### config.mk
export PLATFORM = sky130hd
export DESIGN_NAME = i2c_master_param
export DESIGN_NICKNAME = d
export VERILOG_FILES = /design/src/rtl/i2c_master_param.sv
export SDC_FILE = /design/constraint.sdc
export NUM_CORES = 1
export LEC_CHECK = 0
export CAP_MARGIN = 5
export CORE_UTILIZATION = 30
export DETAILED_ROUTE_END_ITERATION = 7
export GPL_ROUTABILITY_DRIVEN = 0
export GPL_TIMING_DRIVEN = 0
export PLACE_DENSITY_LB_ADDON = 0.25
export SLEW_MARGIN = 5
export SYNTH_ARGS = -nofsm -noshare
export SYNTH_HDL_FRONTEND = slang
export SYNTH_SLANG_ARGS = --single-unit
### constraint.sdc
create_clock -name clk -period 1.6 [get_ports clk]
set_input_delay 0.32 -clock clk [delete_from_list [all_inputs] [get_ports clk]]
set_output_delay 0.32 -clock clk [all_outputs]
set_load 0.02 [all_outputs]
### src/rtl/i2c_master_param.sv
// i2c_master_param: single-master I2C engine moving one address byte plus
// DATA_BYTES payload bytes per transaction. Every bus phase is built from
// whole bit periods of 4*CLK_DIV clocks, so a single tick counter paces it all.
module i2c_master_param #(
    parameter int DATA_BYTES = 2,
    parameter int CLK_DIV    = 1
) (
    input  logic                    clk,
    input  logic                    RESET,
    input  logic                    START_STB,
    input  logic                    RNW,
    input  logic [6:0]              I2C_ADDR,
    input  logic [8*DATA_BYTES-1:0] WR_DATA,
    input  logic                    SDA_IN,
    output logic                    SDA_OUT,
    output logic                    SDA_OE,
    output logic                    SCL,
    output logic [8*DATA_BYTES-1:0] RD_DATA,
    output logic                    BUSY,
    output logic                    DONE,
    output logic                    NACK_ERR
);

    localparam int PAY_W  = 8 * DATA_BYTES;
    localparam int TICK_W = $clog2(4 * CLK_DIV);
    localparam int BYTE_W = (DATA_BYTES > 1) ? $clog2(DATA_BYTES) : 1;

    // Positions inside one bit period.
    localparam logic [TICK_W-1:0] TICK_Q1   = TICK_W'(CLK_DIV);
    localparam logic [TICK_W-1:0] TICK_HALF = TICK_W'(2 * CLK_DIV);
    localparam logic [TICK_W-1:0] TICK_Q3   = TICK_W'(3 * CLK_DIV);
    localparam logic [TICK_W-1:0] TICK_SMP  = TICK_W'(3 * CLK_DIV - 1);
    localparam logic [TICK_W-1:0] TICK_LAST = TICK_W'(4 * CLK_DIV - 1);
    localparam logic [BYTE_W-1:0] LAST_BYTE = BYTE_W'(DATA_BYTES - 1);

    typedef enum logic [2:0] {
        IDLE, START, ADDR, ACK_A, DATA, ACK_D, STOP
    } state_t;

    state_t              r_state;
    state_t              w_next_state;
    logic [TICK_W-1:0]   r_tick;
    logic [2:0]          r_bit_cnt;
    logic [BYTE_W-1:0]   r_byte_cnt;
    logic                r_rnw;
    logic [7:0]          r_addr_shift;
    logic [PAY_W-1:0]    r_tx_shift;
    logic [PAY_W-1:0]    r_rx_shift;
    logic [PAY_W-1:0]    r_rd_data;
    logic                r_sda_smp;
    logic                r_nack_err;
    logic                r_done;

    logic                w_bit_end;
    logic                w_sample;
    logic                w_last_bit;
    logic                w_last_byte;
    logic                w_scl_bit;
    logic                w_scl;
    logic                w_sda_oe;
    logic                w_sda_out;

    assign w_bit_end   = (r_tick == TICK_LAST);
    assign w_sample    = (r_tick == TICK_SMP);
    assign w_last_bit  = (r_bit_cnt == 3'd7);
    assign w_last_byte = (r_byte_cnt == LAST_BYTE);
    assign w_scl_bit   = (r_tick >= TICK_HALF);

    // State register; reset wins over everything, including a pending strobe.
    always_ff @(posedge clk) begin
        // NOTE: all clocked state uses non-blocking assignments so every
        // register sees pre-edge values of the others, independent of order.
        if (RESET) begin
            r_state <= IDLE;
        end else begin
            r_state <= w_next_state;
        end
    end

    // Next-state decode and bus drive values for the current phase.
    always_comb begin
        // NOTE: every output gets a default first so no path leaves one
        // unassigned, which would otherwise infer a latch.
        w_next_state = r_state;
        w_scl        = 1'b1;
        w_sda_oe     = 1'b0;
        w_sda_out    = 1'b1;
        case (r_state)
            IDLE: begin
                if (START_STB) w_next_state = START;
            end
            START: begin
                w_sda_oe  = 1'b1;
                w_sda_out = (r_tick < TICK_HALF);
                if (w_bit_end) w_next_state = ADDR;
            end
            ADDR: begin
                w_scl     = w_scl_bit;
                w_sda_oe  = 1'b1;
                w_sda_out = r_addr_shift[7];
                if (w_bit_end && w_last_bit) w_next_state = ACK_A;
            end
            ACK_A: begin
                w_scl = w_scl_bit;
                if (w_bit_end) w_next_state = r_sda_smp ? STOP : DATA;
            end
            DATA: begin
                w_scl     = w_scl_bit;
                w_sda_oe  = !r_rnw;
                w_sda_out = r_rnw ? 1'b1 : r_tx_shift[PAY_W-1];
                if (w_bit_end && w_last_bit) w_next_state = ACK_D;
            end
            ACK_D: begin
                // On reads the master answers: ACK for more, NACK on the last byte.
                w_scl     = w_scl_bit;
                w_sda_oe  = r_rnw;
                w_sda_out = r_rnw ? w_last_byte : 1'b1;
                if (w_bit_end) begin
                    if ((!r_rnw && r_sda_smp) || w_last_byte) w_next_state = STOP;
                    else                                      w_next_state = DATA;
                end
            end
            STOP: begin
                w_scl     = (r_tick >= TICK_Q1);
                w_sda_oe  = 1'b1;
                w_sda_out = (r_tick >= TICK_Q3);
                if (w_bit_end) w_next_state = IDLE;
            end
            default: begin
                w_next_state = IDLE;
            end
        endcase
    end

    // Tick, bit and byte counters; all parked at zero while idle.
    always_ff @(posedge clk) begin
        if (RESET || r_state == IDLE) begin
            r_tick     <= '0;
            r_bit_cnt  <= '0;
            r_byte_cnt <= '0;
        end else begin
            r_tick <= w_bit_end ? '0 : r_tick + 1'b1;
            // The 3-bit counter rolls 7 -> 0 exactly as each byte finishes.
            if (w_bit_end && (r_state == ADDR || r_state == DATA)) begin
                r_bit_cnt <= r_bit_cnt + 1'b1;
            end
            if (w_bit_end && r_state == ACK_D && !w_last_byte) begin
                r_byte_cnt <= r_byte_cnt + 1'b1;
            end
        end
    end

    // Request capture, shift registers, SDA sampling and status flags.
    always_ff @(posedge clk) begin
        if (RESET) begin
            r_rnw        <= 1'b0;
            r_addr_shift <= '0;
            r_tx_shift   <= '0;
            r_rx_shift   <= '0;
            r_rd_data    <= '0;
            r_sda_smp    <= 1'b1;
            r_nack_err   <= 1'b0;
            r_done       <= 1'b0;
        end else begin
            r_done <= (r_state == STOP) && w_bit_end;
            if (w_sample) r_sda_smp <= SDA_IN;
            case (r_state)
                IDLE: begin
                    if (START_STB) begin
                        r_rnw        <= RNW;
                        r_addr_shift <= {I2C_ADDR, RNW};
                        r_tx_shift   <= WR_DATA;
                        r_nack_err   <= 1'b0;
                    end
                end
                ADDR: begin
                    if (w_bit_end) r_addr_shift <= {r_addr_shift[6:0], 1'b0};
                end
                ACK_A: begin
                    if (w_bit_end && r_sda_smp) r_nack_err <= 1'b1;
                end
                DATA: begin
                    if (w_bit_end && !r_rnw) r_tx_shift <= {r_tx_shift[PAY_W-2:0], 1'b0};
                    if (w_sample && r_rnw)   r_rx_shift <= {r_rx_shift[PAY_W-2:0], SDA_IN};
                end
                ACK_D: begin
                    if (w_bit_end && !r_rnw && r_sda_smp) r_nack_err <= 1'b1;
                end
                STOP: begin
                    // Only a read that got past its address publishes new data.
                    if (w_bit_end && r_rnw && !r_nack_err) r_rd_data <= r_rx_shift;
                end
                default: begin
                end
            endcase
        end
    end

    assign SCL      = w_scl;
    assign SDA_OE   = w_sda_oe;
    assign SDA_OUT  = w_sda_out;
    assign BUSY     = (r_state != IDLE);
    assign DONE     = r_done;
    assign NACK_ERR = r_nack_err;
    assign RD_DATA  = r_rd_data;

endmodule

==> report_table.html <==
<table>
<tr><th>Metric</th><th>Value</th></tr>
<tr><th colspan="2">Run status</th></tr>
<tr><td>Status</td><td>finished, violations left</td></tr>
<tr><td>Violations in the final reports</td><td>negative setup slack</td></tr>
<tr><th colspan="2">Floorplan</th></tr>
<tr><td>Initial Util</td><td>a little under a third</td></tr>
<tr><td>Number of placement rows</td><td>38</td></tr>
<tr><td>Number of I/O pins</td><td>50</td></tr>
<tr><td>Total die area</td><td>between 10,000 and 15,000 sq um</td></tr>
<tr><td>Placeable core area</td><td>10,900 sq um</td></tr>
<tr><td>Y dimension of the die</td><td>about 110 microns</td></tr>
<tr><td>Horiz. Die Dim</td><td>roughly 110 microns</td></tr>
<tr><th colspan="2">Drt</th></tr>
<tr><td>Wire length per cell after detailed routing</td><td>approximately 15 microns</td></tr>
<tr><td>1st-iter DRT viols</td><td>roughly 110</td></tr>
<tr><td>DRC violations left</td><td>0</td></tr>
<tr><td>Wirelength, routed</td><td>~8.8 mm</td></tr>
<tr><td>Count of nets left with antenna violations after detail routing</td><td>0</td></tr>
<tr><td>Count of vias placed by the detailed router</td><td>about 3,000</td></tr>
<tr><td>Post-detailed-route via-to-cell ratio</td><td>a little over 5</td></tr>
<tr><td>First-pass iteration count of the detailed router</td><td>4</td></tr>
<tr><th colspan="2">Cells and area</th></tr>
<tr><td>Nets</td><td>about 500</td></tr>
<tr><td>P&amp;R area growth vs syn</td><td>44.7%</td></tr>
<tr><td>Area of all placed cells without fillers</td><td>slightly below 5000 sq um</td></tr>
<tr><td>Layout cells sized above 1</td><td>a little under a third</td></tr>
<tr><td>Total inserted antenna cells</td><td>0</td></tr>
<tr><th colspan="2">Synthesis</th></tr>
<tr><td>Cell area after synthesis</td><td>approximately 3400 sq um</td></tr>
<tr><td>Post-Synthesis Net Count</td><td>407</td></tr>
<tr><td>Post-synthesis async set-or-reset flop share</td><td>0%</td></tr>
<tr><td>Number of instances in the synthesized netlist</td><td>373</td></tr>
<tr><td>Number of warnings printed during yosys synthesis</td><td>0</td></tr>
<tr><td>Register area share after synthesis</td><td>40.5%</td></tr>
<tr><td>Most common flop cell mapped by yosys</td><td>sky130_fd_sc_hd__dfxtp_1</td></tr>
<tr><td>Most common cell in the netlist</td><td>sky130_fd_sc_hd__dfxtp_1</td></tr>
<tr><td>Area share of the leading cell type in the synthesized netlist</td><td>40.5%</td></tr>
<tr><td>Number of distinct library cell variants in the gate-level netlist after synthesis</td><td>48</td></tr>
<tr><td>Average size of a mapped cell</td><td>just over 9 sq um</td></tr>
<tr><td>Leading area contributor after synthesis</td><td>sky130_fd_sc_hd__dfxtp_1</td></tr>
<tr><td>Number of synthesized flops with an enable pin</td><td>0</td></tr>
<tr><td>Main area contributors after synthesis</td><td>sky130_fd_sc_hd__dfxtp_1, sky130_fd_sc_hd__a21oi_1, sky130_fd_sc_hd__a211oi_2</td></tr>
<tr><td>Most common library cells after synthesis</td><td>sky130_fd_sc_hd__dfxtp_1, sky130_fd_sc_hd__a21oi_1, sky130_fd_sc_hd__nand3_1</td></tr>
<tr><td>Yosys reg bits</td><td>69</td></tr>
<tr><th colspan="2">Clocking</th></tr>
<tr><td>H-tree level count</td><td>3</td></tr>
<tr><td>CTS sink count</td><td>around 70</td></tr>
<tr><td>Clock tree from TritonCTS</td><td>yes</td></tr>
<tr><td>Clock Root Buffer</td><td>sky130_fd_sc_hd__clkbuf_16</td></tr>
<tr><td>Buffers from clock root to sink, at most</td><td>2</td></tr>
<tr><td>Total clock buffers created by CTS</td><td>9</td></tr>
<tr><td>Clock insertion delay at the later pin of the skew report</td><td>around 0.34 ns</td></tr>
<tr><td>Clock transition at the registers of the reported paths</td><td>around 0.06 ns</td></tr>
<tr><th colspan="2">Worst setup path</th></tr>
<tr><td>Crit-path slowest cell</td><td>sky130_fd_sc_hd__dfxtp_4</td></tr>
<tr><td>FF-to-FF setup slack</td><td>-0.01 ns</td></tr>
<tr><td>Biggest cell delay along the critical path</td><td>roughly 0.37 ns</td></tr>
<tr><td>Arrival @ worst endpoint</td><td>approximately 1.6 ns</td></tr>
<tr><td>Worst setup path category</td><td>flip-flop to output pin</td></tr>
<tr><td>Cell-by-cell listing of the critical path</td><td>buf_8, buf_8, nor2b_4, o211ai_1, o211ai_1, buf_4</td></tr>
<tr><td>Number of buffer and inverter instances along the worst setup path</td><td>3</td></tr>
<tr><td>Nature of the critical path startpoint</td><td>flip-flop</td></tr>
<tr><td>CP Data Required Time</td><td>approximately 1.3 ns</td></tr>
<tr><td>Top cell family by delay on the critical path</td><td>buffers and inverters</td></tr>
<tr><td>Nature of the critical path endpoint</td><td>output pin</td></tr>
<tr><td>Critical path peak fanout</td><td>10</td></tr>
<tr><th colspan="2">Timing</th></tr>
<tr><td>Min Tclk post-route</td><td>roughly 1.9 ns</td></tr>
<tr><td>Period utilization</td><td>119%</td></tr>
<tr><td>Transition time at the pin with the least slew margin</td><td>around 0.44 ns</td></tr>
<tr><td>F_max</td><td>around 520 MHz</td></tr>
<tr><td>Relative slew margins</td><td>70.8%</td></tr>
<tr><td>Unrepaired setup endpoints after global routing</td><td>yes</td></tr>
<tr><td>Worst hold margin</td><td>about 0.46 ns</td></tr>
<tr><td>Endpoints failing setup</td><td>5</td></tr>
<tr><td>Fin. max-slew vios</td><td>0</td></tr>
<tr><td>Worst setup margin</td><td>-0.307 ns</td></tr>
<tr><td>Worst-case clock skew</td><td>about 0.0084 ns</td></tr>
<tr><td>Hold Violations, Final</td><td>0</td></tr>
<tr><th colspan="2">Placed design</th></tr>
<tr><td>Area post-placement</td><td>4080 sq um</td></tr>
<tr><td>HPWL reported at the end of detailed placement</td><td>5.80 mm</td></tr>
<tr><td>Number of buffers added on ports</td><td>49</td></tr>
<tr><th colspan="2">Global route</th></tr>
<tr><td>Number of antenna violations at the first check in global routing</td><td>0</td></tr>
<tr><td>Grt ovf</td><td>0</td></tr>
<tr><td>Largest net degree at the start of global routing</td><td>12</td></tr>
<tr><td>Number of global-route vias before repair</td><td>~3,000</td></tr>
<tr><td>First-pass GRT wire length</td><td>about 15 mm</td></tr>
<tr><td>Total routing resource utilization after global routing</td><td>roughly 16%</td></tr>
<tr><th colspan="2">Run</th></tr>
<tr><td>Number of violations of the max-capacitance limit</td><td>0</td></tr>
<tr><th colspan="2">Power and ir drop</th></tr>
<tr><td>Worst IR Drop VDD</td><td>between 0.0005 and 0.0006 V</td></tr>
<tr><td>Power per unit of standard cell area</td><td>roughly 870 nW/um^2</td></tr>
<tr><td>Total power of the final layout</td><td>~0.0043 W</td></tr>
<tr><td>Leakage dissipation</td><td>1.98 nW</td></tr>
<tr><th colspan="2">Worst hold path</th></tr>
<tr><td>Worst min-delay path class</td><td>flip-flop to flip-flop</td></tr>
</table>
## final timing paths
kind | start | to | depth (start not counted)
setup / recovery | r_state[1] | SDA_OUT | 6
hold / removal | r_tx_shift[14] | r_tx_shift[14] | 2
setup reg to reg | r_tick[1] | r_rx_shift[10] | 8
hold reg to reg | r_tx_shift[14] | r_tx_shift[14] | 2
## tightest hold or removal path, stage by stage, from the launching register on
cell	delay (ns)
sky130_fd_sc_hd__dfxtp_1	0.31
sky130_fd_sc_hd__inv_1	0.05
sky130_fd_sc_hd__a211oi_1	0.05
## stage by stage
| stage | std cells | setup TNS (ns) | utilization, % | setup WS, ns |
|---|---|---|---|---|
| after detailed placement | 562 | -18.95 | 37.3 | -0.604 |
| final | 601 | -0.899 | 45.1 | -0.307 |
| after floorplan | 373 | -0.00356 | - | -0.00356 |
| after global routing | 601 | -2.86 | 45.1 | -0.360 |
| after CTS | 596 | -0.950 | 43.2 | -0.303 |
| after global placement | 562 | -17.82 | 37.3 | -0.587 |
## cell families (layout without fill, tap and decap cells)
logic type / after synthesis / count (layout) / synth area share [%]
buf+inv: 56 / 144 / 8.11
mux: 23 / 23 / 7.34
xor+xnor: 3 / 3 / 0.771
fa+ha+maj: 7 / 7 / 2.50
simple gates: 70 / 70 / 12.4
flops: 69 / 69 / 40.5
compound gates: 145 / 145 / 28.3
## sequential cells by signal, indices dropped and copies added, names as in the netlist
register,flops
r_bit_cnt,3
r_state,3
r_rnw,1
RD_DATA,16
DONE,1
r_sda_smp,1
NACK_ERR,1
r_tick,2
r_addr_shift,8
r_tx_shift,16
r_byte_cnt,1
r_rx_shift,16
## metal layers
metal / global-route usage (%) / up-vias / routed length (microns)
li1: - / 1535 / -
met1: 19.6 / 1431 / 4090
met2: 27.2 / 56 / 4270
met3: 3.98 / 11 / 352
met4: 3.67 / 0 / 109
met5: 0 / - / 0
## cells in the final DEF, fill, tap and decap left out, types with 4 or more instances in the layout
| master | synthesis | final |
|---|---|---|
| sky130_fd_sc_hd__o21ai_0 | 19 | 14 |
| sky130_fd_sc_hd__a211oi_2 | 17 | 25 |
| sky130_fd_sc_hd__a21oi_1 | 49 | 46 |
| sky130_fd_sc_hd__a211oi_1 | 24 | 16 |
| sky130_fd_sc_hd__clkbuf_2 | 0 | 5 |
| sky130_fd_sc_hd__clkbuf_1 | 9 | 5 |
| sky130_fd_sc_hd__dfxtp_1 | 69 | 63 |
| sky130_fd_sc_hd__buf_8 | 0 | 7 |
| sky130_fd_sc_hd__o21ai_1 | 22 | 26 |
| sky130_fd_sc_hd__nand2b_1 | 4 | 4 |
| sky130_fd_sc_hd__clkbuf_16 | 0 | 10 |
| sky130_fd_sc_hd__mux2i_1 | 7 | 7 |
| sky130_fd_sc_hd__mux2_2 | 12 | 11 |
| sky130_fd_sc_hd__clkdlybuf4s50_1 | 0 | 30 |
| sky130_fd_sc_hd__dlymetal6s2s_1 | 0 | 13 |
| sky130_fd_sc_hd__buf_4 | 4 | 23 |
| sky130_fd_sc_hd__nand3_1 | 35 | 35 |
| sky130_fd_sc_hd__inv_1 | 19 | 18 |
| sky130_fd_sc_hd__buf_2 | 17 | 7 |
| sky130_fd_sc_hd__buf_6 | 4 | 9 |
## cell type report
type / instances / area [sq um]
Buffer: 34 / 289
Inverter: 20 / 77.6
Clock inverter: 5 / 75.1
Tap cell: 140 / 175
Clock buffer: 11 / 233
Multi-Input combinational cell: 248 / 1910
Sequential cell: 69 / 1400
Timing Repair Buffer: 74 / 779
Fill cell: 1092 / 6000
## repair_timing
item,4_1_cts,5_1_grt
hold buffers,0,0
cloned,1,1
endpoints found under the hold margin,0,0
buffers inserted,19,5
pin swaps,11,11
gates resized for setup,76,51
setup endpoints to repair,54,75
## power breakdown
part / leakage (nW) / switching [W] / internal, W
Combinational: 1.26 / 0.000187 / 0.000200
Clock: 0.153 / 0.000743 / 0.00136
Sequential: 0.565 / 0.0000357 / 0.00177
Total: 1.98 / 0.000965 / 0.00333
Power figures use the tool's default switching activity.
